--- src/rtl/frame_loader.sv ---
// frame_loader: assembles a serial word stream into small/big half-frames of a 4x4 frame
// and strobes each completed half into the register file.
module frame_loader #(
  parameter int DATA_W = 32,
  parameter int CNT_W  = 8
) (
  input  logic              clk,
  input  logic              rst,
  input  logic              flush,
  input  logic              in_valid,
  input  logic [DATA_W-1:0] in_data,
  output logic              in_ready,
  output logic [DATA_W-1:0] frame_0_out,
  output logic [DATA_W-1:0] frame_1_out,
  output logic [DATA_W-1:0] frame_2_out,
  output logic [DATA_W-1:0] frame_3_out,
  output logic [DATA_W-1:0] frame_4_out,
  output logic [DATA_W-1:0] frame_5_out,
  output logic [DATA_W-1:0] frame_6_out,
  output logic [DATA_W-1:0] frame_7_out,
  output logic [DATA_W-1:0] frame_8_out,
  output logic [DATA_W-1:0] frame_9_out,
  output logic [DATA_W-1:0] frame_10_out,
  output logic [DATA_W-1:0] frame_11_out,
  output logic [DATA_W-1:0] frame_12_out,
  output logic [DATA_W-1:0] frame_13_out,
  output logic [DATA_W-1:0] frame_14_out,
  output logic [DATA_W-1:0] frame_15_out,
  output logic              write,
  output logic              Small_or_Big,
  output logic              frame_done,
  output logic [CNT_W-1:0]  frame_count
);
  // bit 0 marks a commit state, bit 1 marks the big (columns 2-3) half
  typedef enum logic [1:0] {FILL_SMALL = 2'd0, COMMIT_SMALL = 2'd1, FILL_BIG = 2'd2, COMMIT_BIG = 2'd3} state_t;
  state_t            r_state, w_next;
  logic [2:0]        r_cnt;
  logic              w_xfer;
  logic [3:0]        w_idx;
  logic [DATA_W-1:0] r_frame [16];
  logic              r_write, r_done;
  logic [CNT_W-1:0]  r_count;
  always_ff @(posedge clk) begin
    if (rst) begin
      r_state <= FILL_SMALL;
      r_cnt   <= '0;
      r_write <= 1'b0;
      r_done  <= 1'b0;
      r_count <= '0;
    end else begin
      r_state <= w_next;
      r_cnt   <= flush ? 3'd0 : r_cnt + {2'b0, w_xfer};
      r_write <= w_next[0];
      r_done  <= w_next == COMMIT_BIG;
      if (r_state == COMMIT_BIG && !flush) r_count <= r_count + CNT_W'(1);
    end
  end
  always_comb begin
    w_next = flush ? FILL_SMALL :
             r_state == COMMIT_SMALL ? FILL_BIG :
             r_state == COMMIT_BIG ? FILL_SMALL :
             (w_xfer && r_cnt == 3'd7) ? state_t'({r_state[1], 1'b1}) : r_state;
  end
  // index = 4*row + 2*big + col with row = cnt>>1, col = cnt&1
  always_comb begin
    in_ready = !r_state[0] && !flush;
    w_xfer   = in_valid && in_ready;
    w_idx    = {r_cnt[2:1], r_state[1], r_cnt[0]};
  end
  always_ff @(posedge clk) begin
    if (rst) begin
      for (int i = 0; i < 16; i++) r_frame[i] <= '0;
    end else if (w_xfer) begin
      r_frame[w_idx] <= in_data;
    end
  end
  assign frame_0_out  = r_frame[0];
  assign frame_1_out  = r_frame[1];
  assign frame_2_out  = r_frame[2];
  assign frame_3_out  = r_frame[3];
  assign frame_4_out  = r_frame[4];
  assign frame_5_out  = r_frame[5];
  assign frame_6_out  = r_frame[6];
  assign frame_7_out  = r_frame[7];
  assign frame_8_out  = r_frame[8];
  assign frame_9_out  = r_frame[9];
  assign frame_10_out = r_frame[10];
  assign frame_11_out = r_frame[11];
  assign frame_12_out = r_frame[12];
  assign frame_13_out = r_frame[13];
  assign frame_14_out = r_frame[14];
  assign frame_15_out = r_frame[15];
  assign write        = r_write;
  assign Small_or_Big = r_state[1];
  assign frame_done   = r_done;
  assign frame_count  = r_count;
endmodule

--- config.mk ---
export PLATFORM = sky130hd
export DESIGN_NAME = frame_loader
export DESIGN_NICKNAME = d
export VERILOG_FILES = /design/src/rtl/frame_loader.sv
export SDC_FILE = /design/constraint.sdc
export NUM_CORES = 1
export LEC_CHECK = 0
export ABC_AREA = 1
export CAP_MARGIN = 25
export CORE_MARGIN = 10
export CORE_UTILIZATION = 45
export DETAILED_ROUTE_END_ITERATION = 8
export PLACE_DENSITY_LB_ADDON = 0.12
export SLEW_MARGIN = 0
export SYNTH_ARGS = -nofsm -noshare
export SYNTH_HDL_FRONTEND = slang
export SYNTH_SLANG_ARGS = --single-unit
--- constraint.sdc ---
create_clock -name clk -period 3.3 [get_ports clk]
set_clock_uncertainty 0.15 [all_clocks]
set_input_delay 0.66 -clock clk [delete_from_list [all_inputs] [get_ports clk]]
set_output_delay 0.66 -clock clk [all_outputs]
set_load 0.05 [all_outputs]
Word-level counts from Yosys, hierarchy flattened

Memories as Yosys holds them, arrays and structs flattened.
Cells that the tools add are included.

Logic and storage cells: 32
Flip-flop bits (word level): 15
Memories: 1
Bits in writable memories: 512
Output and inout bits: 524
Bits of input ports: 36

Memories:

| name    | depth | bits a word | rd ports | clocked after memory_dff | write ports | RTL line | RTL |
|---|---|---|---|---|---|---|---|
| r_frame | 16    | 32          | 16       | 0                        | 16          | 40       | `logic [DATA_W-1:0] r_frame [16];` |

Eq/ne operators: 4
Add/subtract/negate cells: 2
Reductions and logical operators: 8
Muxes and demuxes: 12

Operators by type and width:

| kind                                                                  | count |
|---|---|
| 32-bit 2-to-1 mux                                                     | 1 |
| 32-bit OR reduction                                                   | 1 |
| 8-bit by 1-bit adder with 8-bit output, second input constant         | 1 |
| 1-bit 2-to-1 mux                                                      | 7 |
| 2-bit 2-to-1 mux                                                      | 3 |
| 2-bit equality test, second input constant                            | 2 |
| 1-bit logical AND                                                     | 4 |
| 4-bit 2-to-1 mux                                                      | 1 |
| 3-bit by 1-bit adder with 3-bit output                                | 1 |
| 3-bit equality test, second input constant                            | 1 |
| 2-bit by 1-bit equality test with 1-bit output, second input constant | 1 |
| 1-bit zero test                                                       | 2 |
| 2-bit OR reduction                                                    | 1 |

Depth between registers and ports, before layout

Word-level depth: 9
Depth in mapped cells: 8
Mapped depth without buffers: 8

Worst setup path after synthesis

No wires, ideal clock.

Kind: input port to flip-flop
Start: in flush
End: mem r_frame[6][0] (enable)
Slack: 0.153 ns
Library setup time: 0.389 ns
Data required time: 2.761 ns
Stages on the path: 8
Arrival: 2.608 ns
Cells stage by stage: nor2_2 -> nand2_1 -> clkinv_2 -> nand2_8 -> nor2_8 -> nand2_4 -> buf_6 -> nand2_1

RTL lines:

| element            | RTL line | RTL |
|---|---|---|
| start: declaration | 9        | `input logic flush,` |
| end: declaration   | 40       |  |

Worst setup path after layout

Start: reg r_state[1]
End: out Small_or_Big

RTL lines:

| element                  | RTL line | RTL |
|---|---|---|
| start: declaration       | 36       | `state_t r_state, w_next;` |
| start signal: assignment | 51       | `r_state <= w_next;` |
| end: declaration         | 30       | `output logic Small_or_Big,` |

No word-level cell between the ends.

==> flow_metrics.env <==
export IMPL_status="finished, final reports clean"
export IMPL_wl_per_cell_microns=26.8
export IMPL_ys_ff_latch=526
export IMPL_drive_gt1_share_pct=12.2
export IMPL_grt_overflow=0
export IMPL_clock_path_buffers=3
export IMPL_arrival_ps=1950
export IMPL_vias=12258
export IMPL_crit_buf_inv=1
export IMPL_grt_max_degree=33
export IMPL_worst_slew_pin_slew_ps=863
export IMPL_vias_per_cell=5.05
export IMPL_max_vdd_ir_drop_v=0.000447
export IMPL_powerDensity_nw_per_um2=569
export IMPL_tritoncts="yes"
export IMPL_post_route_util_pct=64.4
export IMPL_io_buffers=559
export IMPL_cts_num_sinks=526
export IMPL_drv_cap=0
export IMPL_crit_required_ps=2490
export IMPL_design_area_sq_um=27100
export IMPL_setup_tns_ps=0
export IMPL_yosys_warnings=0
export IMPL_wl_met1_mm=22.9
export IMPL_dp_slack_ps=450
export IMPL_syn_avg_cell_area_sq_um=15.2
export IMPL_boundaryPins=560
export IMPL_fin_crit_sh_pct=83.5
export IMPL_drc=0
export IMPL_row_count=75
export IMPL_max_freq_ghz=0.363
export IMPL_grt_use_total_pct=24.4
export IMPL_synthToLayoutAreaGrowth_pct=40.6
export IMPL_synth_edf_count=512
export IMPL_netlist_cell_type_count=22
export IMPL_cts_root_buf="clkbuf_16"
export IMPL_path_delay_family="buffers and inverters"
export IMPL_crit_chain="clkdlybuf4s50_1"
export IMPL_hpwl_mm=46.5
export IMPL_ys_flop_type="edfxtp_1"
export IMPL_dieHeight_microns=227
export IMPL_htree_levels=2
export IMPL_grt_first_pass_wirelength_mm=89.6
export IMPL_cp_start_kind="flop"
export IMPL_synthCells=1270
export IMPL_drt_first_pass_iters=5
export IMPL_hp_class="reg -> reg"
export IMPL_fp_dieW_microns=227
export IMPL_grt_pass1_vias=12024
export IMPL_setup_viol=0
export IMPL_final_common_cell="clkdlybuf4s50_1"
export IMPL_antenna_found_initial=0
export IMPL_drtAntennaViolNets=0
export IMPL_period_minus_slack_ps=2760
export IMPL_post_cts_resized=0
export IMPL_dpl_cell_area_sq_um=25400
export IMPL_gp_congestion=0.802
export IMPL_die_area_sq_um=51600
export IMPL_yosys_area_top_type_share_pct=79.6
export IMPL_cts_buffers=54
export IMPL_synthesis_area_sq_um=19300
export IMPL_clk_pin_slew_ps=60
export IMPL_synthArstFlopShare_pct=0
export IMPL_clk_latency_ps=590
export IMPL_mostFrequentLayoutCells="clkdlybuf4s50_1 (558), edfxtp_1 (512), nor2_1 (447), nor2_2 (85), clkbuf_16 (57)"
export IMPL_core_area_sq_um=42100
export IMPL_ys_seq_area_share_pct=81.1
export IMPL_met3WireLength_mm=7.60
export IMPL_power_leakage_uw=0.0105
export IMPL_cp_max_fo=6
export IMPL_topRoutingLayerUsed="met4"
export IMPL_fillers=3131
export IMPL_netlist_top_cells_area="edfxtp_1 (80%), nor2_1 (8.7%), buf_6 (2.8%)"
export IMPL_finalNetCount=1889
export IMPL_cp_end_kind="output port"
export IMPL_start_util_pct=45.8
export IMPL_drtIter0Drc=1208
export IMPL_hold_viol_final=0
export IMPL_drt_wl_total_mm=65.1
export IMPL_slowest_delay_ps=880
export IMPL_n_antenna_cell=0
export IMPL_max_slew_margin_rel_pct=42.4
export IMPL_rsz0062_at_grt="no"
export IMPL_cts_hold_buf=0
export IMPL_critical_path_class="reg -> out"
export IMPL_postCtsSetupBuffers=0
export IMPL_dr_wl_met2_mm=32.6
export IMPL_synth_area_leader_cell="edfxtp_1"
export IMPL_maxSlewViolCount=0
export IMPL_cpMaxStageDelayCell="clkdlybuf4s50_1"
export IMPL_synth_fp_nets=1311
export IMPL_layout_setup_ws_ps=543
[path summary, 6_finish.rpt]
check	startpoint	endpoint	slack, ps	cells after the start
hold / removal	frame_count[3]	frame_count[3]	370	1
hold reg to reg	frame_count[3]	frame_count[3]	370	1
setup reg to reg	r_state[0]	r_frame[7][31]	1170	8
setup / recovery	r_state[1]	Small_or_Big	540	1
[per-layer routing]
| metal | vias up | global-route usage (%) |
|---|---|---|
| met3 | 98 | 9.82 |
| met4 | 0 | 7.98 |
| li1 | 5436 | - |
| met5 | - | 0 |
| met1 | 6115 | 27.9 |
| met2 | 609 | 41.2 |
[Yosys cell counts (all sizes together), types with 3 or more instances]
| cell | n |
|---|---|
| inv | 49 |
| nor3 | 3 |
| clkbuf | 34 |
| edfxtp | 512 |
| ha | 5 |
| nor2 | 537 |
| nand2 | 53 |
| a21oi | 4 |
| o21ai | 3 |
| buf | 48 |
| nand3 | 4 |
| dfxtp | 14 |
[logic make-up after synthesis]
kind of cell / Yosys count / share of synthesized area [%]
AO/OA/AOI/OAI: 8 / 0.220
XOR/XNOR: 1 / 0.0454
adder cells (fa/ha/maj): 5 / 0.324
buffers and inverters: 132 / 4.44
flip-flops: 526 / 81.1
AND/OR/NAND/NOR: 598 / 13.9
[power by group]
group	internal [uW]	total (uW)	switching, uW
registers	7540	7610	72.5
clock network	3560	6020	2460
logic	467	1820	1360
[flip-flops by register name, indices dropped and copies added, names as in the netlist]
| signal | flops |
|---|---|
| frame_count | 8 |
| r_cnt | 3 |
| r_state | 2 |
| r_frame | 512 |
| frame_done | 1 |
[area by class of cell]
type / instances / area [sq um] / area share, %
sequential: 526 / 15700 / 57.7
timing repair buffer: 604 / 6090 / 22.4
multi-input combinational: 612 / 2800 / 10.3
clock buffer: 71 / 1500 / 5.52
tap: 539 / 674 / 2.48
clock inverter: 25 / 238 / 0.876
inverter: 50 / 189 / 0.696
[per-stage QoR]
| step | std cells | hold WS [ps] | power, uW |
|---|---|---|---|
| 5_1_grt | 2427 | 390 | 15900 |
| 3_3_place_gp | 2331 | 325 | 9580 |
| 2_1_floorplan | 1270 | 434 | 8810 |
| 3_5_place_dp | 2331 | 352 | 9590 |
| 4_1_cts | 2427 | 369 | 15600 |
| 6_report | 2427 | 365 | 15500 |
Power figures use the tool's default switching activity.
